===== config.mk =====
export PLATFORM = sky130hd
export DESIGN_NAME = store_ctrl
export DESIGN_NICKNAME = d
export VERILOG_FILES = /design/src/rtl/store_ctrl.sv
export SDC_FILE = /design/constraint.sdc
export NUM_CORES = 1
export LEC_CHECK = 0
export ABC_AREA = 1
export BUFFER_PORTS_ARGS = -buffer_cell sky130_fd_sc_hd__buf_2
export CAP_MARGIN = 30
export CORE_ASPECT_RATIO = 1.75
export CORE_MARGIN = 1.5
export CORE_UTILIZATION = 54
export CTS_CLUSTER_SIZE = 12
export DETAILED_ROUTE_END_ITERATION = 6
export MAX_ROUTING_LAYER = met4
export PLACE_DENSITY = 0.8
export SYNTH_ARGS = -nofsm -noshare
export SYNTH_HDL_FRONTEND = slang
export SYNTH_SLANG_ARGS = --single-unit

===== constraint.sdc =====
create_clock -name clk -period 2.2 [get_ports clk]
set_input_delay 0.44 -clock clk [delete_from_list [all_inputs] [get_ports clk]]
set_output_delay 0.44 -clock clk [all_outputs]
set_load 0.05 [all_outputs]

===== src/rtl/store_ctrl.sv =====
// ---------------------------------------------------------------------------
// store_ctrl
//   MEM-stage store sequencer. Accepts one store request (type, address,
//   data) while idle, computes byte lanes and lane-aligned write data, and
//   issues one or two word-aligned write beats over a req/ack handshake.
//   The pipeline is held (st_ready=0) until the store retires.
//
//   Handshake: a store is accepted on a rising edge where st_ready=1 and
//   st_valid=1. A beat is transferred on a rising edge where mem_req=1 and
//   mem_ack=1; mem_addr/mem_be/mem_wdata are held stable until then and
//   mem_ack is ignored while mem_req=0.
//
//   Optional feature macro: STORE_MISALIGN_TRAP_EN
//     defined   - misaligned half/word stores are not issued; the FSM spends
//                 one cycle in TRAP and retires with st_done+st_err.
//     undefined - misaligned stores are split into two beats.
//
// Ports
//   clk        in   1   clock, rising edge
//   rst_n      in   1   synchronous active-low reset
//   st_valid   in   1   store request valid
//   st_type    in   2   00 word, 01 byte, 10 half, 11 word
//   st_addr    in   32  byte address
//   st_data    in   32  store data, LSB-justified
//   st_ready   out  1   idle, request can be accepted
//   st_done    out  1   one-cycle pulse: store retired
//   st_err     out  1   one-cycle pulse with st_done: store aborted
//   mem_req    out  1   write beat request
//   mem_addr   out  32  word-aligned beat address
//   mem_wdata  out  32  lane-aligned write data (disabled lanes zero)
//   mem_be     out  4   byte enables
//   mem_ack    in   1   beat accepted
// ---------------------------------------------------------------------------
module store_ctrl #(
    parameter int unsigned MEM_TIMEOUT = 255
) (
    input  logic        clk,
    input  logic        rst_n,
    input  logic        st_valid,
    input  logic [1:0]  st_type,
    input  logic [31:0] st_addr,
    input  logic [31:0] st_data,
    output logic        st_ready,
    output logic        st_done,
    output logic        st_err,
    output logic        mem_req,
    output logic [31:0] mem_addr,
    output logic [31:0] mem_wdata,
    output logic [3:0]  mem_be,
    input  logic        mem_ack
);

    typedef enum logic [1:0] {
        S_IDLE  = 2'd0,
        S_BEAT0 = 2'd1,
        S_BEAT1 = 2'd2
`ifdef STORE_MISALIGN_TRAP_EN
        ,
        S_TRAP  = 2'd3
`endif
    } state_e;

    // The timeout fires on the edge that would take the counter to
    // MEM_TIMEOUT, so mem_req is high for exactly MEM_TIMEOUT cycles.
    localparam logic [7:0] CNT_LAST = 8'(MEM_TIMEOUT - 1);

    state_e      state_q, state_d;
    logic [7:0]  cnt_q, cnt_d;
    logic        done_q, done_d;
    logic        err_q, err_d;
    logic [31:0] addr_q, addr_d;
    logic [31:0] wdata_q, wdata_d;
    logic [3:0]  be_q, be_d;
    // Upper half of the 64-bit lane window, replayed as beat1 when non-zero.
    logic [31:0] hi_wdata_q, hi_wdata_d;
    logic [3:0]  hi_be_q, hi_be_d;

    logic [3:0]  lane_mask;
    logic [31:0] lane_data;
    logic [7:0]  be64;
    logic [63:0] wd64;

    always_comb begin
        lane_mask = 4'b1111;
        lane_data = st_data;
        case (st_type)
            2'b01: begin
                lane_mask = 4'b0001;
                lane_data = {24'b0, st_data[7:0]};
            end
            2'b10: begin
                lane_mask = 4'b0011;
                lane_data = {16'b0, st_data[15:0]};
            end
            default: ;
        endcase
        be64 = {4'b0000, lane_mask} << st_addr[1:0];
        wd64 = {32'b0, lane_data} << {st_addr[1:0], 3'b000};
    end

`ifdef STORE_MISALIGN_TRAP_EN
    logic misaligned;
    assign misaligned = ((st_type == 2'b10) && st_addr[0]) ||
                        ((st_type != 2'b01) && (st_type != 2'b10) &&
                         (st_addr[1:0] != 2'b00));
`endif

    always_comb begin
        state_d    = state_q;
        cnt_d      = cnt_q;
        done_d     = 1'b0;
        err_d      = 1'b0;
        addr_d     = addr_q;
        wdata_d    = wdata_q;
        be_d       = be_q;
        hi_wdata_d = hi_wdata_q;
        hi_be_d    = hi_be_q;
        case (state_q)
            S_IDLE: begin
                if (st_valid) begin
                    state_d    = S_BEAT0;
                    cnt_d      = 8'd0;
                    addr_d     = {st_addr[31:2], 2'b00};
                    be_d       = be64[3:0];
                    wdata_d    = wd64[31:0];
                    hi_be_d    = be64[7:4];
                    hi_wdata_d = wd64[63:32];
`ifdef STORE_MISALIGN_TRAP_EN
                    if (misaligned) begin
                        state_d = S_TRAP;
                    end
`endif
                end
            end
            S_BEAT0, S_BEAT1: begin
                // An ack on the limit cycle wins over the timeout.
                if (mem_ack) begin
                    if ((state_q == S_BEAT0) && (hi_be_q != 4'b0000)) begin
                        state_d = S_BEAT1;
                        cnt_d   = 8'd0;
                        addr_d  = addr_q + 32'd4; // wraps past 0xFFFFFFFC
                        be_d    = hi_be_q;
                        wdata_d = hi_wdata_q;
                    end else begin
                        state_d = S_IDLE;
                        done_d  = 1'b1;
                    end
                end else if (cnt_q == CNT_LAST) begin
                    state_d = S_IDLE;
                    cnt_d   = 8'd0;
                    done_d  = 1'b1;
                    err_d   = 1'b1;
                end else begin
                    cnt_d = cnt_q + 8'd1;
                end
            end
`ifdef STORE_MISALIGN_TRAP_EN
            S_TRAP: begin
                state_d = S_IDLE;
                done_d  = 1'b1;
                err_d   = 1'b1;
            end
`endif
            default: state_d = S_IDLE;
        endcase
    end

    always_ff @(posedge clk) begin
        if (!rst_n) begin
            state_q    <= S_IDLE;
            cnt_q      <= 8'd0;
            done_q     <= 1'b0;
            err_q      <= 1'b0;
            addr_q     <= 32'd0;
            wdata_q    <= 32'd0;
            be_q       <= 4'd0;
            hi_wdata_q <= 32'd0;
            hi_be_q    <= 4'd0;
        end else begin
            state_q    <= state_d;
            cnt_q      <= cnt_d;
            done_q     <= done_d;
            err_q      <= err_d;
            addr_q     <= addr_d;
            wdata_q    <= wdata_d;
            be_q       <= be_d;
            hi_wdata_q <= hi_wdata_d;
            hi_be_q    <= hi_be_d;
        end
    end

    assign st_ready  = (state_q == S_IDLE);
    assign mem_req   = (state_q == S_BEAT0) || (state_q == S_BEAT1);
    assign st_done   = done_q;
    assign st_err    = err_q;
    assign mem_addr  = addr_q;
    assign mem_wdata = wdata_q;
    assign mem_be    = be_q;

endmodule


[Word-level counts from Yosys, hierarchy flattened]
Index checks and enable logic that the tools add are counted.
Word-level totals
  flip-flop bits (word level): 116
  bits of input ports: 70
  logic and storage cells: 64
  output and inout bits: 72
Cells by class
  shift-type cells: 2
  add/subtract/negate cells: 2
  equality and inequality tests: 10
  bitwise operators: 2
  muxes and demuxes: 27
  reductions and logical operators: 12
Operators with widths (number)
  32-bit two-way mux: 6
  32-bit one-hot mux with 2 select lines: 3
  32-bit by 5-bit << shifter with 64-bit output: 1
  32-bit by 3-bit adder with 32-bit output, second input constant: 1
  8-bit two-way mux: 4
  4-bit one-hot mux with 2 select lines: 2
  8-bit one-hot mux with 2 select lines: 1
  4-bit two-way mux: 3
  8-bit by 1-bit adder with 8-bit output, second input constant: 1
  8-bit equality test, second input constant: 1
  2-bit two-way mux: 4
  4-bit by 2-bit << shifter with 8-bit output: 1
  2-bit inequality test, second input constant: 3
  3-bit inequality test, second input constant: 2
  2-bit AND reduction: 3
  2-bit by 1-bit equality test with 1-bit output, second input constant: 2
  2-bit equality test, second input constant: 2
  2-bit one-hot mux with 2 select lines: 1
  4-bit AND reduction: 1
  4-bit nonzero test: 1
  1-bit two-way mux: 3
  3-bit AND reduction: 1
  3-bit OR reduction: 1
  2-bit logical NOT: 1
  other kinds (5): 6

[Depth between registers and ports, before layout]
  depth after elaboration: 5
  gate-level depth with buffers: 12
  mapped depth without buffers: 10

[Least setup slack after synthesis]
OpenSTA, ideal clock, no wires.
  path kind: register to register
  from: register state_q[0]
  to: register be_q[2] (netlist: mem_be[2])
  setup time: 0.128 ns
  data required time: 2.072 ns
  cell stages (with the launch flop): 11
  path buffers: 3
  data arrival time: 1.924 ns
  clock period less this slack: 2.052 ns
  slack: 0.148 ns
  path through: dfxtp_1 inv_1 ha_1 buf_4 inv_2 o21ai_4 nand2_4 inv_2 buf_6 buf_2 a21oi_1
Between the ends
  longest elaborated chain between the ends: 4
  elaborated cells on any way between the ends: 11
  those cells by class: eq/ne (5); mux (1); reduce/logical (5)
RTL lines
  start: declaration: RTL line 67  | state_e state_q, state_d;
  start signal: assignment: RTL line 180  | state_q <= state_d;
  2-bit by 1-bit equality test with 1-bit output or 2-bit equality test (tied branches): RTL line 118, 138
  2-bit OR reduction or 1-bit logical AND (tied branches): RTL line 118, 138
  2-bit inequality test (no source line) or 2-bit nonzero test (tied branches)
  4-bit AND reduction (no source line)
  end signal: assignment: RTL line 176  | be_q <= 4'd0;
  end signal: assignment: RTL line 186  | be_q <= be_d;
  end: declaration: RTL line 73  | logic [3:0] be_q, be_d;
Several ways; a longest one is shown, not always the timed one.
A chain may end at the register's enable or synchronous reset.

[Worst setup path after layout]
  from: register state_q[1]
  to: output port mem_req
Between the ends
  longest elaborated chain between the ends: 2
  elaborated cells on any way between the ends: 3
  those cells by class: eq/ne (2); reduce/logical (1)
RTL lines
  2-bit by 1-bit equality test with 1-bit output or 2-bit equality test (tied branches): RTL line 193  | assign mem_req = (state_q == S_BEAT0) || (state_q == S_BEAT1);
  1-bit logical OR (*): RTL line 193
  end: declaration: RTL line 46  | output logic mem_req,
Every way passes the cells marked *; elsewhere a longest branch is shown, timed or not.

==> metrics.yaml <==
status: "finished clean"
cp_slowest_cell: "ha_2"
finalSetupViolations: 0
regArea_um2: 2100
holdPathStages: 3
cts_sinks: 105
overflow: 0
fill_cells: 1045
holdBufCountCts: 0
layout_min_cycle_time_ps: 2100
whs_endpoint: "mem_addr[4]"
fin_setup_tns_ps: 0
post_dp_cell_area_um2: 6810
synth-edff-count: 0
ios: 142
grt_pass1_wl_mm: 30.4
area_growth_pct: 18.8
wire_per_inst_um: 16.5
dr.pass1.iters: 5
gp_congestion: 0.970
drc_errors: 0
power_leakage_nw: 3.07
io_buffers: 139
clk_pin_slew_ps: 70
finalCritPeriodShare: 0.955
antenna_found_initial: 0
layout.nets: 1128
p_clk_frac: 0.235
slowest_delay_ps: 400
cts_root_buffer: "clkbuf_16"
clk_path_buf_depth: 2
avgSynthCellArea_um2: 6.46
yosysSeqAreaShare: 0.351
r2r_end: "mem_wdata[19]"
grt_max_degree: 59
crit_arrival_ps: 1660
vdd_drop_max_mv: 0.604
p_int_w: 0.00402
yosysUniqueCellTypes: 43
synth_flop_cell: "dfxtp_1"
cts_max_level: 3
seqPwrFrac: 0.340
core_area_um2: 10800
r2r_cells: 8
hp-class: "input pin to flop"
insertion_delay_ps: 350
final_antenna_net_count: 0
relSlewSlack: 0.663
switching_power_w: 0.00328
drv_slew: 0
cts_tree: "done"
diodes: 0
multiInputGateArea_um2: 3350
track_usage: 0.352
tightest_slew_ps: 504
ys_ff_latch: 105
rsz0062_at_grt: "no"
worstPathRequired_ps: 1760
ys_warn_count: 0
cts_made_buffers: 9
cp-start-kind: "flop"
worst_setup_path_end_kind: "output pin"
grt_pass1_vias: 6455
cts_setup_buffers: 0
final_common_cell: "nand2_1"
comb_power_share: 0.425
fp-row-count: 50
drive_gt1_frac: 0.198
vias: 6772
syn_area_um2: 5990
finClkSkew_ps: 7.71
p_sw_frac: 0.449
dp_hpwl_mm: 14.3
max_freq_ghz: 0.476
cp_max_fo: 10
rrSetupSlack_ps: 250
path_cells: "inv_1 -> ha_2 -> buf_4 -> buf_2"
final_cell_mix: "242 x nand2_1, 139 x buf_2, 134 x nor2_1"
reg2reg_from: "state_q[0]"
die_h_um: 142
drt_wl_total_mm: 19.6
initial_core_util: 0.557
drv_cap: 0
fp.dieArea_um2: 11800
powerDensity_nw_per_um2: 1030
final_cell_area_um2: 7120
crit_family: "buffers and inverters"
path_buf_inv: 3
finalHoldViolCount: 0
fp.dieW_um: 82.6
synthArstFlopShare: 0
crit_type: "flop to output pin"
min_from: "st_addr[4]"
post_cts_resized: 0
synthCells: 928
first_iter_violations: 391
viasPerCell: 5.71
==> cell type report <==
type / instances / area share
inverters: 73 / 0.0385
clock buffers: 10 / 0.0322
repair buffers: 163 / 0.128
clock inverters: 5 / 0.0114
well taps: 130 / 0.0229
multi-input cells: 699 / 0.471
flip-flops and latches: 105 / 0.295
==> synthesized netlist by cell type, drive strengths merged (7+ instances only) <==
cell	instances	area share
o211a	8	0.013
nand2	248	0.16
o21ai	79	0.068
a21oi	85	0.071
nand3	59	0.049
nor2	148	0.10
dfxtp	105	0.35
ha	7	0.015
a32o	7	0.012
clkbuf	20	0.013
a211oi	11	0.015
buf	32	0.032
inv	72	0.045
a22oi	17	0.021
==> metrics by stage <==
step,power (W),setup slack [ps],hold slack [ps],instances,util
4_1_cts,0.00729,115,351,1185,0.661
3_5_place_dp,0.00559,220,456,1170,0.632
5_1_grt,0.00765,43.3,365,1185,0.661
6_report,0.00730,98.8,358,1185,0.661
2_1_floorplan,0.00477,148,445,929,-
3_3_place_gp,0.00556,204,452,1170,0.632
==> worst register-to-register path, cell delays in order (launching register included) <==
cell,delay (ps)
dfxtp_1,350
inv_1,50
ha_2,330
inv_2,160
nand2_2,180
nor2_2,440
a22oi_1,130
nand3_1,120
o211a_1,140
==> power by group through the flow <==
stage                     combinational, W  sequential [W]  clock, W
after floorplan                    0.00137         0.00340         0
after global placement             0.00306         0.00250         0
after detailed placement           0.00308         0.00251         0
after CTS                          0.00309         0.00247   0.00173
after global routing               0.00335         0.00251   0.00180
final                              0.00310         0.00248   0.00171
==> per-layer routing <==
layer,part of all wire,track usage
met1,0.35,0.340
met2,0.51,0.612
met3,0.072,0.0686
met4,0.065,0.231
met5,0,-
==> state kept, by name (all words and copies together), names as in the netlist <==
| name | cells |
|---|---|
| mem_addr | 30 |
| mem_be | 4 |
| st_err | 1 |
| st_done | 1 |
| mem_wdata | 32 |
| hi_be_q | 3 |
| cnt_q | 8 |
| hi_wdata_q | 24 |
| state_q | 2 |
==> kinds of logic after synthesis <==
group                    after synthesis  synth area share
other                                  1          0.000626
adder cells (fa/ha/maj)                7            0.0146
AO/OA/AOI/OAI                        218             0.214
flip-flops                           105             0.351
AND/OR/NAND/NOR                      472             0.329
buffers and inverters                125            0.0906
==> how the worst max path moves through the flow <==
stage               endpoint  depth (start not counted)        from  slack (ps)
2_1_floorplan      mem_be[2]                         10  state_q[0]         150
3_3_place_gp   mem_wdata[13]                         11  st_type[0]         200
3_5_place_dp   mem_wdata[29]                         11  st_type[0]         220
4_1_cts              mem_req                          4  state_q[1]         120
5_1_grt              mem_req                          4  state_q[0]          40
6_report             mem_req                          4  state_q[1]         100
Note: power is estimated with default switching activity, not from simulation.
